<file path="config.mk">
export PLATFORM = sky130hd
export DESIGN_NAME = fifo_burst_drain
export DESIGN_NICKNAME = d
export VERILOG_FILES = /design/src/rtl/sync_fifo_pkg.sv /design/src/rtl/stream_skid_buf.sv /design/src/rtl/fifo_burst_drain.sv
export SDC_FILE = /design/constraint.sdc
export NUM_CORES = 1
export LEC_CHECK = 0
export ABC_CLOCK_PERIOD_IN_PS = 4800
export CORE_AREA = 4 4 80 52
export CTS_CLUSTER_SIZE = 20
export DETAILED_ROUTE_END_ITERATION = 8
export DIE_AREA = 0 0 84 56
export GPL_ROUTABILITY_DRIVEN = 0
export PLACE_DENSITY = 0.71
export SLEW_MARGIN = 20
export SYNTH_ARGS = -nofsm -noshare
export SYNTH_HDL_FRONTEND = slang
export SYNTH_HIERARCHICAL = 1
export SYNTH_SLANG_ARGS = --single-unit
</file>
<file path="constraint.sdc">
create_clock -name clk -period 4.8 [get_ports clk]
set_clock_uncertainty 0.15 [all_clocks]
set_input_delay 0.48 -clock clk [delete_from_list [all_inputs] [get_ports clk]]
set_output_delay 0.48 -clock clk [all_outputs]
set_load 0.1 [all_outputs]
</file>
<file path="src/rtl/sync_fifo_pkg.sv">
// rtl/sync_fifo_pkg.sv - shared types and sizing helpers for the sync_fifo burst drain
package sync_fifo_pkg;

    typedef enum logic {
        IDLE  = 1'b0,
        BURST = 1'b1
    } burst_state_e;

    // Bits needed to hold a beat count from 0 up to burst_len inclusive.
    function automatic int burst_cnt_w(input int burst_len);
        return $clog2(burst_len + 1);
    endfunction

endpackage

</file>
<file path="src/rtl/stream_skid_buf.sv">
// rtl/stream_skid_buf.sv - 2-entry valid/ready register slice
//
// Ports:
//   clk, rstn             clock, synchronous active-low reset
//   clear                 synchronous flush, drops both entries
//   in_data/valid/ready   upstream side; ready means "not full"
//   out_data/valid/ready  downstream side; out_data is the head entry
module stream_skid_buf #(
    parameter int WIDTH = 9
) (
    input  logic             clk,
    input  logic             rstn,
    input  logic             clear,
    input  logic [WIDTH-1:0] in_data,
    input  logic             in_valid,
    output logic             in_ready,
    output logic [WIDTH-1:0] out_data,
    output logic             out_valid,
    input  logic             out_ready
);

    logic [WIDTH-1:0] head;
    logic [WIDTH-1:0] tail;
    logic [1:0]       count;
    logic             push;
    logic             pop;

    // Both flags come straight from the occupancy register, so neither side
    // sees a combinational path through the slice.
    assign in_ready  = (count != 2'd2);
    assign out_valid = (count != 2'd0);
    assign out_data  = head;

    assign push = in_valid & in_ready;
    assign pop  = out_valid & out_ready;

    always_ff @(posedge clk) begin
        if (!rstn || clear) begin
            head  <= '0;
            tail  <= '0;
            count <= 2'd0;
        end else begin
            case ({push, pop})
                2'b10: begin
                    if (count == 2'd0) head <= in_data;
                    else               tail <= in_data;
                    count <= count + 2'd1;
                end
                2'b01: begin
                    head  <= tail;
                    count <= count - 2'd1;
                end
                // Simultaneous push and pop is only possible with exactly one
                // entry held (push needs not-full, pop needs not-empty).
                2'b11: head <= in_data;
                default: ;
            endcase
        end
    end

endmodule

</file>
<file path="src/rtl/fifo_burst_drain.sv">
// rtl/fifo_burst_drain.sv - drains sync_fifo in fixed bursts through a skid buffer
//
// Optional feature: define BURST_TIMEOUT_EN to flush a partial burst after
// TIMEOUT_CYCLES idle cycles with a non-empty FIFO below BURST_LEN.
//
// Ports:
//   clk, rstn       clock, synchronous active-low reset
//   clear           synchronous flush, same effect as reset
//   in_data/valid   from sync_fifo out_data/out_valid
//   in_ready        to sync_fifo out_ready
//   fifo_count      sync_fifo occupancy
//   out_data/valid  burst words to the sink
//   out_ready       sink accepts the word
//   out_last        final word of the current burst
//   busy            high while a burst is being pulled from the FIFO
module fifo_burst_drain
    import sync_fifo_pkg::*;
#(
    parameter int DATA_WIDTH     = 8,
    parameter int FIFO_DEPTH     = 256,
    parameter int BURST_LEN      = 16,
    parameter int TIMEOUT_CYCLES = 1024
) (
    input  logic                        clk,
    input  logic                        rstn,
    input  logic                        clear,
    input  logic [DATA_WIDTH-1:0]       in_data,
    input  logic                        in_valid,
    output logic                        in_ready,
    input  logic [$clog2(FIFO_DEPTH):0] fifo_count,
    output logic [DATA_WIDTH-1:0]       out_data,
    output logic                        out_valid,
    input  logic                        out_ready,
    output logic                        out_last,
    output logic                        busy
);

    localparam int FC_W  = $clog2(FIFO_DEPTH) + 1;
    localparam int CNT_W = burst_cnt_w(BURST_LEN);
    localparam logic [FC_W-1:0]  BURST_LEN_FC  = FC_W'(BURST_LEN);
    localparam logic [CNT_W-1:0] BURST_LEN_CNT = CNT_W'(BURST_LEN);

    burst_state_e     state;
    burst_state_e     state_next;
    logic [CNT_W-1:0] cnt;
    logic [CNT_W-1:0] cnt_next;
    logic [CNT_W-1:0] len_r;
    logic [CNT_W-1:0] len_next;

    logic                  skid_in_ready;
    logic [DATA_WIDTH:0]   skid_out;
    logic                  full_avail;
    logic                  beat;
    logic                  last_beat;

`ifdef BURST_TIMEOUT_EN
    localparam int TMR_W = $clog2(TIMEOUT_CYCLES + 1);
    localparam logic [TMR_W-1:0] TIMEOUT_LAST = TMR_W'(TIMEOUT_CYCLES - 1);

    logic [TMR_W-1:0] timer;
    logic [TMR_W-1:0] timer_next;
`endif

    assign full_avail = (fifo_count >= BURST_LEN_FC);
    assign in_ready   = (state == BURST) & skid_in_ready;
    assign beat       = in_valid & in_ready;
    assign last_beat  = (cnt == len_r - CNT_W'(1));
    assign busy       = (state == BURST);

    always_comb begin
        state_next = state;
        cnt_next   = cnt;
        len_next   = len_r;
`ifdef BURST_TIMEOUT_EN
        timer_next = timer;
`endif
        case (state)
            IDLE: begin
                cnt_next = '0;
                // A full burst wins over a timeout firing in the same cycle.
                if (full_avail) begin
                    state_next = BURST;
                    len_next   = BURST_LEN_CNT;
`ifdef BURST_TIMEOUT_EN
                    timer_next = '0;
                end else if (fifo_count == '0) begin
                    timer_next = '0;
                end else if (timer == TIMEOUT_LAST) begin
                    // fifo_count < BURST_LEN here, so it fits the beat counter.
                    state_next = BURST;
                    len_next   = fifo_count[CNT_W-1:0];
                    timer_next = '0;
                end else begin
                    timer_next = timer + TMR_W'(1);
`endif
                end
            end
            BURST: begin
                // Leaving on the last beat forces one IDLE cycle, so the next
                // decision sees fifo_count after the FIFO has popped.
                if (beat) begin
                    if (last_beat) begin
                        state_next = IDLE;
                        cnt_next   = '0;
                    end else begin
                        cnt_next = cnt + CNT_W'(1);
                    end
                end
            end
            default: state_next = IDLE;
        endcase
    end

    always_ff @(posedge clk) begin
        if (!rstn || clear) begin
            state <= IDLE;
            cnt   <= '0;
            len_r <= '0;
`ifdef BURST_TIMEOUT_EN
            timer <= '0;
`endif
        end else begin
            state <= state_next;
            cnt   <= cnt_next;
            len_r <= len_next;
`ifdef BURST_TIMEOUT_EN
            timer <= timer_next;
`endif
        end
    end

    // The last tag rides alongside its data word through the slice.
    stream_skid_buf #(
        .WIDTH(DATA_WIDTH + 1)
    ) u_skid (
        .clk       (clk),
        .rstn      (rstn),
        .clear     (clear),
        .in_data   ({last_beat, in_data}),
        .in_valid  (in_valid & (state == BURST)),
        .in_ready  (skid_in_ready),
        .out_data  (skid_out),
        .out_valid (out_valid),
        .out_ready (out_ready)
    );

    assign out_data = skid_out[DATA_WIDTH-1:0];
    assign out_last = skid_out[DATA_WIDTH] & out_valid;

endmodule

</file>
==> results.cfg, run 1 <==
[final_layout]
area_growth_pct = 26.1
final_area_mm2 = 0.00170
nets = 195
num-fill-cells = 327
n_antenna_cell = 0
regArea_um2 = 541
finish.utilization_pct = 48.7
drive_above_1_share_pct = 10.7
multi_input_comb_area_um2 = 734

[job]
drv_cap = 0

[clock_tree]
cts_tree = done
cts_setup_buffers = 0
cts_made_buffers = 3
root_buffer = clkbuf_8
htreeDepth = 1
clock_path_buffers = 2
clk_pin_slew_worst_paths_ns = 0.09
ctsHoldBuffers = 0
clock_latency_ns = 0.27
cts.sinks = 27
cts_resized = 0

[sta]
fin_crit_sh_pct = 60.1
holdWs_ns = 0.337
rsz0062_at_grt = no
timing.fmax_mhz = 347
hold_viol = 0
worstMarginPinSlew_ns = 0.968
setup_violations = 0
setup_tns_ns = 0
max-slew-margin-rel_pct = 35.2
fin_crit_ns = 2.88
drv_slew = 0

[die]
die_area_mm2 = 0.00470
die_h_um = 56
io_pins = 34
start_util_pct = 38.6
coreArea_mm2 = 0.00349
fp.dieW_um = 84
fp-row-count = 17

[detailed_routing]
via_per_inst = 5.27
drc_errors = 0
drtPass1Iterations = 4
final_antenna_net_count = 0
wl_per_cell_um = 13.7
vias = 1139
drt_iter0_drc = 41
wl_um = 2960

[synth]
ys_ff_latch = 27
ys_seq_area_share_pct = 40.1
ys_types = 35
yosys_warnings = 6
synthCells = 143
syn_nets = 168
yosys.area.top_type = dfxtp_1
synth-edff-count = 0
synthTopCellsByCount = dfxtp_1, nor3_1, nor2_1
synth_area_mm2 = 0.00135
yosys.cell_count.top_type = dfxtp_1
async_flop_share_pct = 0
synth_flop_cell = dfxtp_1
synth.top_cells.by_area = dfxtp_1, a221oi_2, mux2i_1, nor3_1, nor2b_1
synth.top_cell.area_share_pct = 40.1
avgSynthCellArea_um2 = 9.42

[placement]
port_buffers = 29
dpl.hpwl_um = 2250
placed_cell_area_mm2 = 0.00165

[status]
status = complete, no violations

[worst_setup_path]
startpoint = u_skid/count[0]$_SDFFE_PP0P_
worstPathRequired_ns = 4.17
cp.arrival_ns = 2.25
critical_path.endpoint_type = output port
worstSetupStartpointType = register
crit_fanout = 8
worstSetupPathType = reg2out
reg2reg_from = u_skid/count[0]$_SDFFE_PP0P_

[power]
leakagePower_nw = 0.626
finalPower_mw = 0.430
max-vdd-ir-drop_mv = 0.0973
powerDensity_mw_per_mm2 = 253

[worst_hold_path]
hold_start = len_r[4]$_SDFFE_PP0P_
hp-class = reg2reg

[global_route]
grt_pass1_wl_um = 5060
grt_antenna_before_repair = 0
grt_overflow_total = 0
grt_max_degree = 21
grt_use_total_pct = 13.3
first_global_vias = 1104
-- power breakdown --
group	switching (mW)	internal [mW]	total (mW)
Clock	0.0650	0.0594	0.124
Sequential	0.00399	0.227	0.231
Combinational	0.0452	0.0295	0.0747
Total	0.114	0.316	0.430
-- worst max-delay path: stages (launching register included) --
cell and delay [ns]:
dfxtp_1 0.48, nand2b_1 0.23, and2_1 0.15, clkdlybuf4s50_1 1.12
-- cell usage in the layout, fill, tap and decap left out, types with 3 or more instances in the layout --
cell	count
a21oi_1	6
a221oi_2	9
and2_1	3
clkbuf_8	3
clkdlybuf4s50_1	29
dfxtp_1	27
ha_1	3
inv_1	3
mux2i_1	9
nand2_1	3
nand2b_1	3
nand3_1	4
nor2_1	12
nor2b_1	9
nor3_1	18
o21ai_0	3
-- per-stage QoR --
stage               setup WS (ns)  cells
CTS                          1.90    216
global placement             1.88    212
detailed placement           1.80    212
finish                       1.92    216
floorplan                    2.15    143
global route                 1.76    216
-- final timing paths --
path                                  endpoint  slack, ns  cells after the start
hold / removal           len_r[4]$_SDFFE_PP0P_       0.34                      2
setup / recovery                      in_ready       1.92                      3
setup reg to reg  u_skid/count[1]$_SDFFE_PP0P_       2.22                      7
hold reg to reg          len_r[4]$_SDFFE_PP0P_       0.34                      2
-- state kept, by name (all words and copies together) (netlist names) --
register / cells
busy: 1
cnt: 5
len_r: 1
u_skid/count: 2
u_skid/out_data: 9
u_skid/tail: 9
-- final cells by class --
type / count / share of cell area (%)
Tap cell: 47 / 3.46
Sequential cell: 27 / 31.8
Multi-Input combinational cell: 103 / 43.2
Clock buffer: 4 / 2.65
Inverter: 4 / 0.884
Timing Repair Buffer: 31 / 18.0
-- routing by layer --
| layer | global-route usage, % | up-vias | part of all wire (%) |
|---|---|---|---|
| met5 | 0 | - | 0 |
| met4 | 4.59 | 0 | 1.7 |
| met3 | 3.99 | 8 | 4.4 |
| met2 | 21.7 | 23 | 47 |
| met1 | 16.6 | 536 | 47 |
| li1 | - | 572 | - |
-- cells by family after synthesis --
group | Yosys count | synth area share (%)
xor gates and xnor gates | 4 | 2.60
muxes | 9 | 6.69
and+or+nand+nor | 62 | 25.2
DFF | 27 | 40.1
adders and majority gates | 3 | 2.79
AOI/OAI and AO/OA | 25 | 17.3
buffers and inverters | 13 | 5.39
No activity file was read; power rests on OpenSTA's default activity.
==> inputs of run 2 (changes only) <==
ABC_CLOCK_PERIOD_IN_PS = 2700   (was 4800)
clock period = 2.7 ns   (was 4.8 ns; I/O delays follow)
==> run 2 against run 1 <==
Compared with the run above: die area unchanged; total power is 78% higher; flip-flop and latch count unchanged; highest routed layer unchanged; largest power group unchanged; first-iteration DRC count grew to 2.9 times the previous value; clock power is 81% higher; largest cell class unchanged.
==> results.cfg, run 2 (synthesis gave the netlist of run 1 again) <==
[final_layout]
final_common_cell = dfxtp_1
area_growth_pct = 25.1
final_cell_mix = dfxtp_1, nor3_1, clkdlybuf4s50_1, buf_4, nor2_1
drive_above_1_share_pct = 19.3
n_antenna_cell = 0
num-fill-cells = 338
nets = 197
final_area_mm2 = 0.00169

[clock_tree]
cts_setup_buffers = 0
cts_tree = done
ctsHoldBuffers = 0
clk_pin_slew_worst_paths_ns = 0.09
htreeDepth = 1
cts_made_buffers = 3
cts.sinks = 27
root_buffer = clkbuf_8
clock_path_buffers = 2
clock_latency_ns = 0.27
cts_resized = 0

[die]
coreArea_mm2 = 0.00349
io_pins = 34
die_area_mm2 = 0.00470
die_h_um = 56
start_util_pct = 38.6
fp-row-count = 17
fp.dieW_um = 84

[placement]
dpl_worst_slack_ns = 0.405
port_buffers = 29
placed_cell_area_mm2 = 0.00164
dpl.hpwl_um = 2250

[worst_setup_path]
crit_fanout = 9
worstPathCellList = clkdlybuf4s50_1 > and2_1 > or3b_1 > a221oi_2 > nor3_1
worstSetupPathType = in2reg
cp-endpoint = u_skid/out_data[3]$_SDFFE_PP0P_
max_stage_delay_ns = 0.59
reg2reg_from = u_skid/count[0]$_SDFFE_PP0P_
worst-r2r-cell-count = 7
worstPathRequired_ns = 2.68
critical_path.endpoint_type = register
startpoint = in_valid
cp.arrival_ns = 2.00
worstSetupStartpointType = input pin
slowest_stage = or3b_1
timing.reg2reg.setup_slack_ns = 0.72
r2r_end = u_skid/out_data[3]$_SDFFE_PP0P_

[sta]
rsz0062_at_grt = no
drv_slew = 0
setup_violations = 0
fin_crit_sh_pct = 74.7
layout_setup_ws_ns = 0.684
max-slew-margin-rel_pct = 47.2
setup_tns_ns = 0
fin_crit_ns = 2.02
timing.fmax_mhz = 496
hold_viol = 0
worstMarginPinSlew_ns = 0.793

[power]
finalPower_mw = 0.767
leakagePower_nw = 0.663
powerDensity_mw_per_mm2 = 455
max-vdd-ir-drop_mv = 0.233

[detailed_routing]
drtPass1Iterations = 4
final_antenna_net_count = 0
via_per_inst = 5.33
drc_errors = 0
drt_iter0_drc = 120
wl_per_cell_um = 13.5
vias = 1162
wl_um = 2940

[global_route]
grt_pass1_wl_um = 4730
first_global_vias = 1058
grt_max_degree = 21
grt_antenna_before_repair = 0
grt_use_total_pct = 12.3
grt_overflow_total = 0

[worst_hold_path]
hp-class = reg2reg

[job]
drv_cap = 0

[status]
status = complete, no violations
## run 2: changes by cell type in the layout (fill, tap and decap cells not counted), sizes merged
| cell | before | now |
|---|---|---|
| buf | 2 | 16 |
| clkbuf | 4 | 3 |
| clkdlybuf4s50 | 29 | 17 |
| clkinv | 0 | 1 |
## run 2: final cells by class
class | instances | area [µm²] | share of cell area, %
multi-input combinational | 103 | 734 | 43.6
inverter | 4 | 15.0 | 0.891
sequential | 27 | 541 | 32.1
clock buffer | 3 | 41.3 | 2.45
timing repair buffer | 33 | 290 | 17.2
tap | 47 | 58.8 | 3.49
clock inverter | 1 | 5.00 | 0.297
## run 2: report_power, final
part	switching, mW	internal [mW]
Sequential	0.00502	0.404
Combinational	0.0818	0.0518
Clock	0.121	0.103
Total	0.208	0.559
## run 2: critical path: cells and delay by family
| kind | cells | cell delay (ns) |
|---|---|---|
| AND/OR/NAND/NOR | 3 | 0.84 |
| AO/OA/AOI/OAI | 1 | 0.38 |
| buffers and inverters | 1 | 0.51 |
## run 2: worst min path at each step
stage	startpoint	end	slack, ns	cells after the start
final	len_r[4]$_SDFFE_PP0P_	len_r[4]$_SDFFE_PP0P_	0.34	2
after global routing	len_r[4]$_SDFFE_PP0P_	len_r[4]$_SDFFE_PP0P_	0.37	2
after CTS	len_r[4]$_SDFFE_PP0P_	len_r[4]$_SDFFE_PP0P_	0.34	2
after detailed placement	len_r[4]$_SDFFE_PP0P_	len_r[4]$_SDFFE_PP0P_	0.32	2
after global placement	len_r[4]$_SDFFE_PP0P_	len_r[4]$_SDFFE_PP0P_	0.31	2
after floorplan	in_data[0]	u_skid/tail[0]$_SDFFE_PP0P_	0.26	2
## run 2: stage by stage
stage / hold WS (ns) / instances / util (%)
2_1_floorplan: 0.264 / 143 / -
3_3_place_gp: 0.310 / 214 / 47.0
3_5_place_dp: 0.322 / 214 / 47.0
4_1_cts: 0.335 / 218 / 48.3
5_1_grt: 0.372 / 218 / 48.3
6_report: 0.338 / 218 / 48.3
## run 2: routing by layer
layer | share of wire (%) | global-route usage [%] | wire (µm)
met2 | 46 | 20.2 | 1350
met3 | 8.6 | 4.29 | 254
met5 | 0 | 0 | 0
met1 | 45 | 15.8 | 1330
met4 | 0.27 | 2.06 | 8
